**src/rtl/project_pkg.sv**
```systemverilog
// Shared types and defaults for the multi-cycle sequencer of the 8-bit core.
package project_pkg;

    typedef enum logic [2:0] {
        ST_IDLE   = 3'd0,
        ST_FETCH  = 3'd1,
        ST_DECODE = 3'd2,
        ST_IMM    = 3'd3,
        ST_EXEC   = 3'd4,
        ST_MEM    = 3'd5,
        ST_WB     = 3'd6,
        ST_HALT   = 3'd7
    } e_seq_state;

    localparam int unsigned ACK_TIMEOUT_DEF = 15;
    localparam int unsigned CNT_W_DEF       = 16;
    localparam int unsigned WDOG_W          = 8;

endpackage

```
**src/rtl/seq_watchdog.sv**
```systemverilog
// Memory-ack watchdog: counts consecutive unacknowledged request cycles and
// pulses timeout_o on the cycle the count reaches ACK_TIMEOUT.
module seq_watchdog
    import project_pkg::*;
#(
    parameter int unsigned ACK_TIMEOUT = ACK_TIMEOUT_DEF
) (
    input  logic clk,
    input  logic rst_n,
    input  logic clr_i,
    input  logic en_i,
    output logic timeout_o
);

    localparam logic [WDOG_W-1:0] LAST = WDOG_W'(ACK_TIMEOUT - 1);

    logic [WDOG_W-1:0] cnt_q, cnt_d;

    assign timeout_o = en_i && !clr_i && (cnt_q == LAST);

    always_comb begin
        cnt_d = cnt_q;
        if (clr_i || timeout_o) begin
            cnt_d = '0;
        end else if (en_i) begin
            cnt_d = cnt_q + 1'b1;
        end
    end

    always_ff @(posedge clk or negedge rst_n) begin
        if (!rst_n) begin
            cnt_q <= '0;
        end else begin
            cnt_q <= cnt_d;
        end
    end

endmodule

```
**src/rtl/multicycle_sequencer.sv**
```systemverilog
// Phase sequencer for the 8-bit core: shares one memory port between fetch,
// immediate fetch and load/store, and gates decode signals into phase strobes.
//
// state  | meaning
// IDLE   | out of reset, one dead cycle
// FETCH  | read opcode at PC into IR
// DECODE | decode settles, no strobes
// IMM    | read trailing immediate byte at PC
// EXEC   | ALU / branch resolve
// MEM    | data load or store at ALU address
// WB     | register-file write
// HALT   | parked; bus error or halt request
module multicycle_sequencer
    import project_pkg::*;
#(
    parameter int unsigned ACK_TIMEOUT = ACK_TIMEOUT_DEF,
    parameter int unsigned CNT_W       = CNT_W_DEF
) (
    input  logic             clk,
    input  logic             rst_n,
    input  logic             ctl_reg_wr,
    input  logic             ctl_mem_wr,
    input  logic             ctl_mem_to_reg,
    input  logic             ctl_pc_src,
    input  logic             ctl_rimm,
    input  logic             halt_i,
    input  logic             mem_ack,
    output logic             mem_req,
    output logic             mem_we,
    output logic             addr_sel,
    output logic             ir_we,
    output logic             imm_we,
    output logic             pc_inc,
    output logic             pc_load,
    output logic             reg_we,
    output logic             halted,
    output logic             bus_err,
    output logic [2:0]       state_o,
    output logic [CNT_W-1:0] retired
);

    e_seq_state       state_q, state_d;
    logic             pending_q, pending_d;
    logic             bus_err_q, bus_err_d;
    logic [CNT_W-1:0] retired_q, retired_d;
    logic             timeout;
    logic             halt_now;
    logic             mem_done;
    logic             retire;

    // A fetch may only yield to halt before its request has gone out.
    assign halt_now = halt_i && !pending_q;
    assign mem_done = mem_req && mem_ack;

    seq_watchdog #(
        .ACK_TIMEOUT(ACK_TIMEOUT)
    ) u_wdog (
        .clk      (clk),
        .rst_n    (rst_n),
        .clr_i    (!mem_req || mem_ack),
        .en_i     (mem_req),
        .timeout_o(timeout)
    );

    always_ff @(posedge clk or negedge rst_n) begin
        if (!rst_n) begin
            state_q   <= ST_IDLE;
            pending_q <= 1'b0;
            bus_err_q <= 1'b0;
            retired_q <= '0;
        end else begin
            state_q   <= state_d;
            pending_q <= pending_d;
            bus_err_q <= bus_err_d;
            retired_q <= retired_d;
        end
    end

    always_comb begin
        state_d = state_q;
        case (state_q)
            ST_IDLE:   state_d = halt_i ? ST_HALT : ST_FETCH;
            ST_FETCH: begin
                if (halt_now || timeout) state_d = ST_HALT;
                else if (mem_done)       state_d = ST_DECODE;
            end
            ST_DECODE: state_d = ctl_rimm ? ST_IMM : ST_EXEC;
            ST_IMM: begin
                if (timeout)       state_d = ST_HALT;
                else if (mem_done) state_d = ST_EXEC;
            end
            ST_EXEC: begin
                if (ctl_mem_wr || ctl_mem_to_reg) state_d = ST_MEM;
                else if (ctl_pc_src)              state_d = ST_FETCH;
                else if (ctl_reg_wr)              state_d = ST_WB;
                else                              state_d = ST_FETCH;
            end
            ST_MEM: begin
                if (timeout)       state_d = ST_HALT;
                else if (mem_done) state_d = (ctl_mem_to_reg && !ctl_mem_wr) ? ST_WB : ST_FETCH;
            end
            ST_WB:     state_d = ST_FETCH;
            ST_HALT: begin
                if (!halt_i && !bus_err_q) state_d = ST_FETCH;
            end
            default:   state_d = ST_IDLE;
        endcase

        pending_d = mem_req && !mem_ack && !timeout;
        bus_err_d = bus_err_q || timeout;
        retire    = (state_d == ST_FETCH) &&
                    ((state_q == ST_EXEC) || (state_q == ST_MEM) || (state_q == ST_WB));
        retired_d = retired_q + {{(CNT_W-1){1'b0}}, retire};
    end

    always_comb begin
        mem_req  = 1'b0;
        mem_we   = 1'b0;
        addr_sel = 1'b0;
        ir_we    = 1'b0;
        imm_we   = 1'b0;
        pc_inc   = 1'b0;
        pc_load  = 1'b0;
        reg_we   = 1'b0;
        halted   = 1'b0;
        case (state_q)
            ST_FETCH: begin
                mem_req = !halt_now;
                ir_we   = !halt_now && mem_ack;
                pc_inc  = !halt_now && mem_ack;
            end
            ST_IMM: begin
                mem_req = 1'b1;
                imm_we  = mem_ack;
                pc_inc  = mem_ack;
            end
            ST_EXEC:  pc_load = ctl_pc_src && !(ctl_mem_wr || ctl_mem_to_reg);
            ST_MEM: begin
                mem_req  = 1'b1;
                addr_sel = 1'b1;
                mem_we   = ctl_mem_wr;
            end
            ST_WB:    reg_we = 1'b1;
            ST_HALT:  halted = 1'b1;
            default: ;
        endcase
    end

    assign bus_err = bus_err_q;
    assign state_o = state_q;
    assign retired = retired_q;

endmodule

```
**config.mk**
```make
export PLATFORM = sky130hd
export DESIGN_NAME = multicycle_sequencer
export DESIGN_NICKNAME = d
export VERILOG_FILES = /design/src/rtl/project_pkg.sv /design/src/rtl/seq_watchdog.sv /design/src/rtl/multicycle_sequencer.sv
export SDC_FILE = /design/constraint.sdc
export NUM_CORES = 1
export LEC_CHECK = 0
export CAP_MARGIN = 20
export CELL_PAD_IN_SITES_DETAIL_PLACEMENT = 0
export CELL_PAD_IN_SITES_GLOBAL_PLACEMENT = 1
export CORE_UTILIZATION = 40
export CTS_BUF_LIST = sky130_fd_sc_hd__clkbuf_8
export DETAILED_ROUTE_END_ITERATION = 16
export PLACE_DENSITY_LB_ADDON = 0.1
export SETUP_SLACK_MARGIN = 0.15
export SYNTH_ARGS = -nofsm -noshare
export SYNTH_HDL_FRONTEND = slang
export SYNTH_HIERARCHICAL = 1
export SYNTH_SLANG_ARGS = --single-unit
```
**constraint.sdc**
```tcl
create_clock -name clk -period 7 [get_ports clk]
set_clock_uncertainty 0.1 [all_clocks]
set_input_delay 1.4 -clock clk [delete_from_list [all_inputs] [get_ports clk]]
set_output_delay 1.4 -clock clk [all_outputs]
set_load 0.01 [all_outputs]
```
# == After elaboration in Yosys (flattened, before gate mapping) ==
# Index checks and enable logic that the tools add are counted.
# word_totals
reg_bits,29
inputBits,9
output_inout_bits,29
wordCells,72
# op_classes
add_sub_neg,2
eq_ne,9
muxes,25
n_reduce_logical,31
# op_table
op,n
$mux W3,13
$pmux W3 S8,1
$add A16 B1 Y16,1
$mux W8,2
$eq A3 B3 Y1 const B,4
$logic_and A1 B1 Y1,11
$logic_not A1 Y1,10
$add A8 B1 Y8 const B,1
$eq A8 B4 Y1 const B,1
$logic_or A1 B1 Y1,7
$mux W1,7
$eq A3 B1 Y1 const B,2
$eq A3 B2 Y1 const B,2
$pmux W1 S2,2
$logic_not A3 Y1,1
$reduce_bool A2 Y1,1
$reduce_or A2 Y1,1

# == Depth between registers and ports, before layout ==
# logic_depth
depth_word,15
ltp_mapped,15
mapped_depth_nobuf,14

# == Cells and area by module ==
# The synthesis kept the hierarchy.
# by_module_without_submodules
mod,n_inst,cells_per_inst,area_each_um2,seq_area_each_um2
multicycle_sequencer,1,111,1121.1,525.5
seq_watchdog,1,44,447.9,200.2

# == Worst setup path after synthesis ==
# Ideal clock, no wire load.
# synth_timing
kind,input to register
from,input halt_i
to,register retired_q[8] (netlist: retired[8])
setup_ps,80
arrival_ps,4337
t_required_ps,6820
slack_ps,2483
stages,14
n_path_buf,0
path_cell_list,or3b_1 > o211ai_2 > or2_1 > or4b_4 > nor4_1 > nor2b_1 > nand2_1 > o21ai_0 > and3_1 > ha_1 > ha_1 > and3_1 > nand3_1 > xnor2_1
# synth_between
elab_chain_len,14
elab_cells_between_ends,24
classes_between,add/sub (1); eq/ne (1); mux (10); reduce/logical (12)
# synth_lines
element,line,rtl
start: declaration,multicycle_sequencer.sv:26,"input logic halt_i,"
$logic_and A1 B1 Y1 (*),multicycle_sequencer.sv:52,assign halt_now = halt_i && !pending_q;
$logic_not A1 Y1 (*),multicycle_sequencer.sv:128,mem_req = !halt_now;
$pmux W1 S2 (*),multicycle_sequencer.sv:126,case (state_q)
$logic_not A1 Y1,multicycle_sequencer.sv:60,".clr_i (!mem_req || mem_ack),"
$logic_or A1 B1 Y1,multicycle_sequencer.sv:60,
$logic_not A1 Y1,seq_watchdog.sv:19,assign timeout_o = en_i && !clr_i && (cnt_q == LAST);
$logic_and A1 B1 Y1 (*) (2 in series),seq_watchdog.sv:19,
named net timeout,multicycle_sequencer.sv:46,logic timeout;
$logic_or A1 B1 Y1,multicycle_sequencer.sv:84,if (halt_now || timeout) state_d = ST_HALT;
$mux W3,multicycle_sequencer.sv:84,
$pmux W3 S8 (*),multicycle_sequencer.sv:81,case (state_q)
$eq A3 B1 Y1 (*),multicycle_sequencer.sv:111,retire = (state_d == ST_FETCH) &&
$logic_and A1 B1 Y1 (*),multicycle_sequencer.sv:111,
$add A16 B1 Y16 (*),multicycle_sequencer.sv:113,"retired_d = retired_q + {{(CNT_W-1){1'b0}}, retire};"
named net retired_d[8],multicycle_sequencer.sv:45,"logic [CNT_W-1:0] retired_q, retired_d;"
end signal: assignment,multicycle_sequencer.sv:75,retired_q <= retired_d;
end: declaration,multicycle_sequencer.sv:45,
# The timed path passes the listed nets; every way through them passes the cells marked *.
# A chain may end at the register's enable or synchronous reset.

# == Worst setup path in the final report ==
# layout_timing
from,input halt_i
to,register retired_q[10] (netlist: retired[10])
# Same word-level chain as after synthesis.

==> impl_metrics.tcl <==
set metrics [dict create \
    synth-compound-area-share_pct 12.5 \
    synth_edf_count 0 \
    place.port_buffers 37 \
    clock_tree.htree_level_count 2 \
    gp_congestion 0.802 \
    cts_tree "built" \
    finalSetupViolations 0 \
    maxSlewViolCount 0 \
    worst_hold_startpoint "retired[15]" \
    max_clock_freq_mhz 190 \
    syn_to_final_growth_pct 32.7 \
    tritoncts.num_buffers 5 \
    first_pass_detailed_route_iteration_total 4 \
    grt_antenna_before_repair 0 \
    route.met3.wl_um 144 \
    groute.usage.overall_pct 17.0 \
    worst-path-buf-inv 1 \
    synth_largest_type_area_fraction_pct 46.3 \
    fillerInstances 363 \
    dr.first_iter.drc_count 56 \
    timing.critical_path.arrival_ns 5.34 \
    setup_repair_after_global_routing_missed_its_margin "false" \
    worst-r2r-cell-count 14 \
    met2_wirelength_mm 1.58 \
    min_path_cells 1 \
    dieArea_sq_um 4180 \
    synth_nets 168 \
    num_io_pins 38 \
    cts.root.buffer_cell "sky130_fd_sc_hd__clkbuf_8" \
    critical_path_source_type "input pin" \
    most_common_cell_in_the_netlist "sky130_fd_sc_hd__dfrtp_1" \
    crit_required_ns 7.09 \
    max_slew.worst_pin.slew_ns 0.822 \
    crit_path_max_fanout 6 \
    flip_flop_and_latch_count_after_synthesis 29 \
    post_synth_xor_area_fraction_pct 9.49 \
    cellLeakagePower_nw 0.876 \
    final_layout_size_suffix_gt1_share_pct 8.12 \
    detailroute.via_count 1301 \
    grt_overflow_total 0 \
    clk_path_buf_depth 2 \
    clock_sinks 29 \
    critical_path.top_delay_family "simple AND/OR/NAND/NOR gates" \
    synth_adder_area_share_pct 3.19 \
    synth_mux_area_share_pct 0 \
    post-route-worst-setup-slack_ns 1.75 \
    cts.clk_slew.worst_paths_ns 0.06 \
    clock_latency_ns 0.27 \
    yosys.cell_types.count 45 \
    worst_slew_margin_rel_pct 44.7 \
    yosys.area_share.simple_pct 25.4 \
    post_synthesis_cell_area_sq_um 1570 \
    post_cts_resize_count 0 \
    timing.max_cap.violations 0 \
    cp_slowest_cell "sky130_fd_sc_hd__nor4_1" \
    timing_worst_setup_path_type "in2reg" \
    die_h_um 64.6 \
    capture_instance_of_the_worst_register_to_register_path "retired[10]" \
    timing.critical_path.to_type "flip-flop" \
    met1Wirelength_mm 1.49 \
    pin_count_of_the_biggest_net_entering_global_routing 30 \
    std_cell_rows 22 \
    sequence_of_cells_on_the_critical_path "clkdlybuf4s50_1 -> or3b_1 -> o211ai_2 -> or2_1 -> or4b_4 -> nor4_1 -> nor2b_1 -> nand2_1 -> o21ai_0 -> and3_1 -> ha_1 -> ha_1 -> and3_1 -> nand3_1 -> xnor2_1" \
    period_share_pct 75.0 \
    grt_first_pass_wirelength_mm 5.47 \
    ir_worst_vdd_uv 198 \
    fin_util_pct 56.0 \
    finalInstanceArea_sq_um 2080 \
    status "finished clean" \
    post-cts-setup-buffer-count 0 \
    post-route-min-period_ns 5.25 \
    regToRegStartpoint "state_o[1]" \
    hold_path_end "retired[15]" \
    antenna_diode_count 0 \
    layout.nets 209 \
    vias_in_the_first_global_route 1203 \
    synth-main-ff-cell "sky130_fd_sc_hd__dfrtp_1" \
    die_w_um 64.6 \
    postSynth.asyncResetShare_pct 100 \
    synth_top_family_by_area "simple AND/OR/NAND/NOR gates" \
    dpl-instance-area_sq_um 1980 \
    drcViolationCount 0 \
    area_used_by_multi_input_combinational_logic_sq_um 795 \
    routedWlPerCell_um 13.2 \
    vias_per_cell 5.31 \
    fp.coreArea_sq_um 3720 \
    r2r_setup_slack_ns 2.72 \
    syn-mean-instance-area_sq_um 10.1 \
    synth.yosys.warnings 6 \
    slowest_delay_ns 0.70 \
    cts_hold_buf 0 \
    topRoutingLayerUsed "met4" \
    finalHoldViolCount 0 \
    routed_wl_mm 3.24 \
    synth.top_cells.by_count "sky130_fd_sc_hd__dfrtp_1 (29), sky130_fd_sc_hd__xnor2_1 (14), sky130_fd_sc_hd__nand3_1 (13)" \
    pwr_dens_nw_per_um2 316 \
    synthTopCellsByArea "sky130_fd_sc_hd__dfrtp_1 (46%), sky130_fd_sc_hd__xnor2_1 (7.8%), sky130_fd_sc_hd__nand3_1 (4.1%)" \
    final-seq-area_sq_um 726 \
    ant_nets 0 \
    pre_cts_ws_ns 1.48 \
    dpl.hpwl_mm 2.37 \
    initial_core_util_pct 42.2 \
    postSynthCellCount 155 \
    synth_seq_area_share_pct 46.3 \
    worstHoldPathType "reg2reg" \
    yosys.area.top_type "sky130_fd_sc_hd__dfrtp_1" \
    setup-tns-final_ns 0 \
]
==> placed cells by master, fill, tap and decap left out, drive strengths merged, types with 6 or more instances in the layout <==
master	instances
clkdlybuf4s50	37
xnor2	14
nand2	12
inv	6
dfrtp	29
nand3	13
and3	8
nor2	12
clkbuf	7
==> where the power goes <==
part | total (mW) | leakage (nW) | switching, mW | internal, mW
Sequential | 0.257 | 0.388 | 0.0594 | 0.198
Combinational | 0.251 | 0.433 | 0.115 | 0.137
Clock | 0.149 | 0.0542 | 0.0603 | 0.0887
Total | 0.658 | 0.876 | 0.235 | 0.423
==> worst reg2reg max path, cell delays in order (launching register included) <==
cell and delay, ns:
sky130_fd_sc_hd__dfrtp_1 0.64, sky130_fd_sc_hd__or3b_1 0.24, sky130_fd_sc_hd__o211ai_2 0.10, sky130_fd_sc_hd__or2_1 0.29, sky130_fd_sc_hd__or4b_4 0.56, sky130_fd_sc_hd__nor4_1 0.70
sky130_fd_sc_hd__nor2b_1 0.22, sky130_fd_sc_hd__nand2_1 0.14, sky130_fd_sc_hd__o21ai_0 0.08, sky130_fd_sc_hd__and3_1 0.21, sky130_fd_sc_hd__ha_1 0.22, sky130_fd_sc_hd__ha_1 0.24
sky130_fd_sc_hd__and3_1 0.22, sky130_fd_sc_hd__nand3_1 0.11, sky130_fd_sc_hd__xnor2_1 0.13
==> routing by layer <==
metal	vias to the layer above	global-route usage [%]
met5	-	0
li1	639	-
met1	628	20.5
met4	0	5.83
met2	28	28.7
met3	6	5.28
==> area by class of cell <==
class                      instances  share of cell area (%)
clock buffer                       7                    4.63
clock inverter                     1                   0.240
inverter                           6                    1.08
multi-input combinational        116                    38.2
sequential                        29                    34.9
tap                               48                    2.88
timing repair buffer              38                    18.1
==> worst max path at each step <==
| stage | depth (start not counted) | end | start |
|---|---|---|---|
| 2_1_floorplan | 14 | retired[8] | halt_i |
| 3_3_place_gp | 15 | retired[10] | halt_i |
| 3_5_place_dp | 15 | retired[10] | halt_i |
| 4_1_cts | 15 | retired[10] | halt_i |
| 5_1_grt | 15 | retired[10] | halt_i |
| 6_report | 15 | retired[10] | halt_i |
==> registers in the layout, summed over array words and instances, names as in the netlist <==
register	flops
retired	16
pending_q	1
bus_err	1
state_o	3
u_wdog/cnt_q	8
==> cell families (layout without fill, tap and decap cells) <==
logic type | after synthesis | count (layout)
xor gates and xnor gates | 17 | 17
buffers and inverters | 10 | 52
and+or+nand+nor | 71 | 71
adders and majority gates | 4 | 4
AOI/OAI and AO/OA | 24 | 24
DFF | 29 | 29
==> through the flow <==
step	hold slack (ns)	instances	power, mW
3_3_place_gp	0.359	237	0.512
4_1_cts	0.375	245	0.666
5_1_grt	0.399	245	0.700
3_5_place_dp	0.362	237	0.512
6_report	0.375	245	0.658
2_1_floorplan	0.408	155	0.403
Note: power is estimated with default switching activity, not from simulation.
